## src/rtl/key_expansion.sv

```systemverilog
// AES-128 key schedule: expands a 128-bit cipher key into 11 round keys,
// producing one round key per clock after a start request.
module key_expansion (
    input  logic            clk,
    input  logic            rst,
    input  logic            start,
    input  logic [127:0]    key,
    output logic [1407:0]   expanded_key,
    output logic            busy,
    output logic            finish
);

    typedef enum logic [0:0] {
        IDLE   = 1'b0,
        EXPAND = 1'b1
    } state_t;

    // Forward S-box, entry 0x00 in the most significant byte.
    localparam logic [2047:0] SBOX_TABLE = {
        128'h637c777bf26b6fc53001672bfed7ab76,
        128'hca82c97dfa5947f0add4a2af9ca472c0,
        128'hb7fd9326363ff7cc34a5e5f171d83115,
        128'h04c723c31896059a071280e2eb27b275,
        128'h09832c1a1b6e5aa0523bd6b329e32f84,
        128'h53d100ed20fcb15b6acbbe394a4c58cf,
        128'hd0efaafb434d338545f9027f503c9fa8,
        128'h51a3408f929d38f5bcb6da2110fff3d2,
        128'hcd0c13ec5f974417c4a77e3d645d1973,
        128'h60814fdc222a908846eeb814de5e0bdb,
        128'he0323a0a4906245cc2d3ac629195e479,
        128'he7c8376d8dd54ea96c56f4ea657aae08,
        128'hba78252e1ca6b4c6e8dd741f4bbd8b8a,
        128'h703eb5664803f60e613557b986c11d9e,
        128'he1f8981169d98e949b1e87e9ce5528df,
        128'h8ca1890dbfe6426841992d0fb054bb16
    };

    function automatic logic [7:0] sbox(input logic [7:0] b);
        logic [10:0] top_bit;
        top_bit = 11'd2047 - {b, 3'b000};
        return SBOX_TABLE[top_bit -: 8];
    endfunction

    function automatic logic [31:0] sub_word(input logic [31:0] w);
        return {sbox(w[31:24]), sbox(w[23:16]), sbox(w[15:8]), sbox(w[7:0])};
    endfunction

    function automatic logic [7:0] rcon(input logic [3:0] r);
        logic [7:0] v;
        case (r)
            4'd1:    v = 8'h01;
            4'd2:    v = 8'h02;
            4'd3:    v = 8'h04;
            4'd4:    v = 8'h08;
            4'd5:    v = 8'h10;
            4'd6:    v = 8'h20;
            4'd7:    v = 8'h40;
            4'd8:    v = 8'h80;
            4'd9:    v = 8'h1b;
            4'd10:   v = 8'h36;
            default: v = 8'h00;
        endcase
        return v;
    endfunction

    state_t         state_r;
    state_t         state_next_s;
    logic [3:0]     rc_r;
    logic [3:0]     rc_next_s;
    logic [1407:0]  expanded_key_r;
    logic [1407:0]  expanded_key_next_s;
    logic [127:0]   last_r;
    logic [127:0]   last_next_s;
    logic           busy_r;
    logic           busy_next_s;
    logic           finish_r;
    logic           finish_next_s;

    logic [31:0]    rot_s;
    logic [31:0]    temp_s;
    logic [31:0]    w0_s;
    logic [31:0]    w1_s;
    logic [31:0]    w2_s;
    logic [31:0]    w3_s;
    logic [127:0]   round_key_s;

    // One FIPS-197 round step applied to the previous round key held in last_r.
    always_comb begin
        rot_s       = {last_r[23:0], last_r[31:24]};
        temp_s      = sub_word(rot_s) ^ {rcon(rc_r), 24'h000000};
        w0_s        = last_r[127:96] ^ temp_s;
        w1_s        = last_r[95:64]  ^ w0_s;
        w2_s        = last_r[63:32]  ^ w1_s;
        w3_s        = last_r[31:0]   ^ w2_s;
        round_key_s = {w0_s, w1_s, w2_s, w3_s};
    end

    // State register and all registered outputs.
    always_ff @(posedge clk) begin
        if (!rst) begin
            state_r        <= IDLE;
            rc_r           <= 4'd0;
            expanded_key_r <= 1408'd0;
            last_r         <= 128'd0;
            busy_r         <= 1'b0;
            finish_r       <= 1'b0;
        end else begin
            state_r        <= state_next_s;
            rc_r           <= rc_next_s;
            expanded_key_r <= expanded_key_next_s;
            last_r         <= last_next_s;
            busy_r         <= busy_next_s;
            finish_r       <= finish_next_s;
        end
    end

    // Next-state logic.
    always_comb begin
        state_next_s = state_r;
        case (state_r)
            IDLE: begin
                if (start) begin
                    state_next_s = EXPAND;
                end else begin
                    state_next_s = IDLE;
                end
            end
            EXPAND: begin
                if (rc_r == 4'd10) begin
                    state_next_s = IDLE;
                end else begin
                    state_next_s = EXPAND;
                end
            end
            default: state_next_s = IDLE;
        endcase
    end

    // Datapath and output next values. Slices above rc are zero while
    // expanding, so OR-ing the new round key into place writes slice rc.
    always_comb begin
        rc_next_s           = rc_r;
        expanded_key_next_s = expanded_key_r;
        last_next_s         = last_r;
        busy_next_s         = busy_r;
        finish_next_s       = 1'b0;
        case (state_r)
            IDLE: begin
                if (start) begin
                    expanded_key_next_s = {1280'd0, key};
                    last_next_s         = key;
                    rc_next_s           = 4'd1;
                    busy_next_s         = 1'b1;
                end else begin
                    busy_next_s         = 1'b0;
                end
            end
            EXPAND: begin
                expanded_key_next_s = expanded_key_r |
                                      ({1280'd0, round_key_s} << {rc_r, 7'd0});
                last_next_s         = round_key_s;
                if (rc_r == 4'd10) begin
                    rc_next_s     = 4'd0;
                    busy_next_s   = 1'b0;
                    finish_next_s = 1'b1;
                end else begin
                    rc_next_s     = rc_r + 4'd1;
                    busy_next_s   = 1'b1;
                end
            end
            default: begin
                rc_next_s   = 4'd0;
                busy_next_s = 1'b0;
            end
        endcase
    end

    assign expanded_key = expanded_key_r;
    assign busy         = busy_r;
    assign finish       = finish_r;

endmodule

```

## config.mk

```make
export PLATFORM = sky130hd
export DESIGN_NAME = key_expansion
export DESIGN_NICKNAME = d
export VERILOG_FILES = /design/src/rtl/key_expansion.sv
export SDC_FILE = /design/constraint.sdc
export NUM_CORES = 2
export LEC_CHECK = 0
export ABC_CLOCK_PERIOD_IN_PS = 11650
export CAP_MARGIN = 30
export CORE_AREA = 2 2 592 594
export DETAILED_ROUTE_END_ITERATION = 10
export DIE_AREA = 0 0 594 596
export HOLD_SLACK_MARGIN = 0.03
export PLACE_DENSITY = 0.37
export REMOVE_ABC_BUFFERS = 1
export SYNTH_ARGS = -nofsm -noshare
export SYNTH_HDL_FRONTEND = slang
export SYNTH_SLANG_ARGS = --single-unit
```

## constraint.sdc

```tcl
create_clock -name clk -period 11.65 [get_ports clk]
set_input_delay 2.33 -clock clk [delete_from_list [all_inputs] [get_ports clk]]
set_output_delay 2.33 -clock clk [all_outputs]
set_load 0.1 [all_outputs]
```

== Yosys cells after proc, flatten, opt, wreduce, memory -nomap -nowiden ==
Memories as Yosys holds them, arrays and structs flattened. A register that Yosys moved wholly into a read port is not among the register bits.
Index checks and enable logic that the tools add are counted.
Storage, ports and cells
  input port bits: 131
  ROM bits: 128
  memories kept: 1
  bits in writable memories: 0
  register bits after elaboration: 1542
  output and inout port bits: 1410
  latch bits: 0
Operators by class
  shifts and indexed selects: 5
  order comparisons: 0
  bitwise gates (word level): 7
  equal/unequal tests: 2
  add/sub/neg operators: 5
  muxes and demuxes: 13
  reductions and logical operators: 1
  divide/modulo/power cells: 0
  multiply operators: 0
Memory list
  (name not given): words 16, width 8, read ports 1, clocked after memory_dff 1, wr ports 0, RTL line 50  | case (r)
Operators by type and width (number)
  $shiftx A2055 B12 Y8 const A: 4
  $pmux W1408 S2: 1
  $mux W1408: 1
  $or A1408 B1408 Y1408: 1
  $shl A128 B11 Y1408: 1
  $pmux W128 S2: 1
  $xor A32 B32 Y32: 5
  $mux W128: 1
  $sub A11 B11 Y11 const A: 4
  $mux W4: 4
  $pmux W4 S2: 1
  $add A4 B1 Y4 const B: 1
  $eq A4 B4 Y1 const B: 1
  $mux W1: 3
  $ne A2 B2 Y1 const B: 1
  $pmux W1 S2: 1
  $reduce_and A2 Y1: 1
  $not A1 Y1: 1

== Logic depth before layout (Yosys ltp) ==
  word-level depth: 10
  gate-level depth with buffers: 18
  gate-level depth less buffers: 11

== Worst setup path after synthesis ==
OpenSTA, ideal clock, no wires.
  kind: input to register
  from: input rst
  to: register (tool-made name)
  path slack: 7.457 ns
  data arrival time: 4.076 ns
  cell stages on the path: 7
  buffers on the path: 4
  cells stage by stage: clkbuf_1 > clkbuf_1 > clkbuf_1 > clkbuf_1 > nand2_1 > ha_1 > a32o_1
RTL lines
  start, declared: RTL line 5  | input logic rst,

== Worst setup path after layout ==
  from: register last_r[1]
  to: register expanded_key_r[1036], in the netlist expanded_key[1036]
Between the ends
  word-level cells in the longest chain between the ends: 10
RTL lines
  start, declared: RTL line 72  | logic [127:0] last_r;
  start signal, assigned: RTL line 111  | last_r <= last_next_s;
  $sub A11 B11 Y11: RTL line 40  | top_bit = 11'd2047 - {b, 3'b000};
  $shiftx A2055 B12 Y8: RTL line 41  | return SBOX_TABLE[top_bit -: 8];
  $xor A32 B32 Y32: RTL line 90  | temp_s = sub_word(rot_s) ^ {rcon(rc_r), 24'h000000};
  $xor A32 B32 Y32: RTL line 91  | w0_s = last_r[127:96] ^ temp_s;
  $xor A32 B32 Y32: RTL line 92  | w1_s = last_r[95:64] ^ w0_s;
  $xor A32 B32 Y32: RTL line 93  | w2_s = last_r[63:32] ^ w1_s;
  $xor A32 B32 Y32: RTL line 94  | w3_s = last_r[31:0] ^ w2_s;
  $shl A128 B11 Y1408: RTL line 160  | ({1280'd0, round_key_s} << {rc_r, 7'd0});
  $or A1408 B1408 Y1408: RTL line 159  | expanded_key_next_s = expanded_key_r |
  $pmux W1408 S2: RTL line 147  | case (state_r)
  end signal, assigned: RTL line 110  | expanded_key_r <= expanded_key_next_s;
  end, declared: RTL line 70  | logic [1407:0] expanded_key_r;
No other way between the ends.
A chain may end at the register's enable or synchronous reset.

==> results.json <==
{
  "status": "completed",
  "period_share_pct": 50.1,
  "setup.worst_path.start": "last_r[1]$_SDFFE_PN0N_",
  "synth_seq_area_share_pct": 45.2,
  "hp-start": "expanded_key[523]$_SDFFE_PN0N_",
  "synthCells": 7837,
  "syn_area_sq_um": 68600,
  "reg2reg_from": "last_r[1]$_SDFFE_PN0N_",
  "synthTopCellsByArea": "dfxtp_1, o21ai_0, a22o_1",
  "finClkSkew_ps": 77.3,
  "drtIter0Drc": 6371,
  "critPathRequiredTime_ps": 12460,
  "max_freq_mhz": 171,
  "timing_worst_setup_path_type": "reg2reg",
  "dp_hpwl_um": 322000,
  "drcViolationCount": 0,
  "first_pass_iters": 6,
  "rsz0062_at_grt": "no",
  "via_per_inst": 4.99,
  "die_y_um": 596,
  "async_flop_share_pct": 0,
  "antenna_left": 0,
  "cts_tree": "done",
  "hold_path.class": "reg2reg",
  "maxCapViolCount": 0,
  "grt_pass1_wl_um": 620000,
  "yosys_warnings": 0,
  "netlist_top_cells_count": "dfxtp_1, o21ai_0, nand2_1",
  "io_buffers": 1540,
  "finalSetupViolCount": 0,
  "cts_made_buffers": 194,
  "dieWidth_um": 594,
  "grt_pass1_vias": 69683,
  "max_slew_margin_pct": 20.3,
  "core_area_sq_um": 348000,
  "clockRootBuffer": "clkbuf_16",
  "grt_antenna_before_repair": 72,
  "start_util_pct": 19.7,
  "clock_sinks": 1550,
  "dieArea_sq_um": 354000,
  "drive_above_1_share_pct": 14.6,
  "syn_to_final_growth_pct": 59.8,
  "gp_congestion": 0.914,
  "drv_slew": 0,
  "yosys.area.top_type": "dfxtp_1",
  "p_leak_uw": 0.0396,
  "dr_total_vias": 71265,
  "grt_max_degree": 184,
  "clockBufferDepth": 4,
  "synth.most_common_cell": "dfxtp_1",
  "cellPowerDensity_nw_per_um2": 323,
  "irDropWorstVdd_mv": 0.260,
  "io_pins": 1541,
  "ctsHoldBuffers": 0,
  "row_count": 217,
  "finalHoldViolations": 0,
  "arrival_ps": 6650,
  "ctsHtreeMaxLevel": 4,
  "finalSetupTns_ps": 0,
  "synth-main-ff-cell": "dfxtp_1",
  "synth_edf_count": 0,
  "end_kind": "register",
  "critPathLaunchType": "register",
  "synth.avg_cell_area_sq_um": 8.75,
  "routed_wirelength_um": 458000,
  "ys_seq_elements": 1550,
  "synth.distinct_cells": 120,
  "path_max_fanout": 42,
  "insertion_delay_ps": 930,
  "wire_per_inst_um": 32.1,
  "cts_setup_buffers": 0,
  "cts_resized": 0,
  "grt_overflow_total": 0,
  "synth_top_area_share_pct": 45.2,
  "grtUsageTotal_pct": 24.7,
  "final_nets": 9690,
  "tightestPinTransition_ps": 1200,
  "clk_pin_slew_worst_paths_ps": 60,
  "fin_crit_ps": 5840,
  "power_uw": 35400
}
## sequential cells by signal, indices dropped and copies added, names as in the netlist, named ones only
register and cells:
expanded_key 1408, last_r 128, rc_r 4, busy 1, finish 1
## power breakdown
group          total [uW]  internal [uW]  switching [uW]
logic               22800           6080           16700
registers            6250           5740             506
clock network        6370           3750            2620
## cell families after synthesis
logic type / synth area share [%]
adders and majority gates: 1.25
and+or+nand+nor: 14.7
muxes: 2.22
xor gates and xnor gates: 3.11
buffers and inverters: 5.99
DFF: 45.2
AOI/OAI and AO/OA: 27.5
## cell type report
cell class	count	area, sq um
Antenna cell	31	77.6
Clock buffer	284	5770
Clock inverter	62	841
Fill cell	35740	238000
Inverter	74	293
Multi-Input combinational cell	5361	34300
Sequential cell	1550	31100
Tap cell	4599	5750
Timing Repair Buffer	2312	31500
## final timing paths
| kind | endpoint | slack, ps | cells after the start |
|---|---|---|---|
| setup / recovery | expanded_key[1036]$_SDFFE_PN0N_ | 5810 | 14 |
| setup reg to reg | expanded_key[1036]$_SDFFE_PN0N_ | 5810 | 14 |
| hold reg to reg | expanded_key[523]$_SDFFE_PN0N_ | 450 | 2 |
| hold / removal | expanded_key[523]$_SDFFE_PN0N_ | 450 | 2 |
## stage by stage
stage               instances  setup WS, ps  instance area (sq um)  hold WS, ps  utilization, %
global placement        13363          5370                  88600          433            25.5
global route            14253          5420                 110000          464            31.5
floorplan                6985        -46490                  64800          432               -
detailed placement      13881          5750                 103000          440            29.5
finish                  14273          5810                 110000          447            31.5
CTS                     14227          5720                 109000          450            31.4
## placed cells by master (no fill, tap or decap), drive strengths merged, types with 31 or more instances in the layout
master         count
o22ai             63
o211ai            61
clkinv            40
clkdlybuf4s50   1498
a22o             434
nor2b            102
a31oi            113
a32oi             37
mux2i             62
and3              38
nand2            869
diode             31
dfxtp           1550
and2              53
o21ai            927
xor2              44
a21oi            366
a311oi            41
a22oi            248
or2               40
nor3             103
nand2b           112
buf              813
nor2             589
clkbuf           284
or3               45
a211oi            77
a221oi            41
nand3            118
xnor2            111
o31ai             37
inv               80
ha                66
o311ai            31
## critical path, cell delays in order, from the launching register on
cell and delay (ps):
dfxtp_1 300, buf_4 430, inv_2 350, ha_1 1000
nand2_1 510, a31oi_1 280, mux4_2 290, mux2i_1 90
a311oi_1 330, nand3_2 530, xnor2_2 670, buf_4 330
xnor2_2 140, buf_4 290, a22o_1 170
## routing by layer
layer	share of wire (%)	wire length, um	global-route usage [%]	up-vias
met5	0.010	46	0	-
met4	3.2	14900	7.79	6
met3	7.8	35700	6.48	521
met2	47	217000	41.5	2939
met1	42	190000	30.7	36106
li1	-	-	-	31693
No activity file was read; power rests on OpenSTA's default activity.
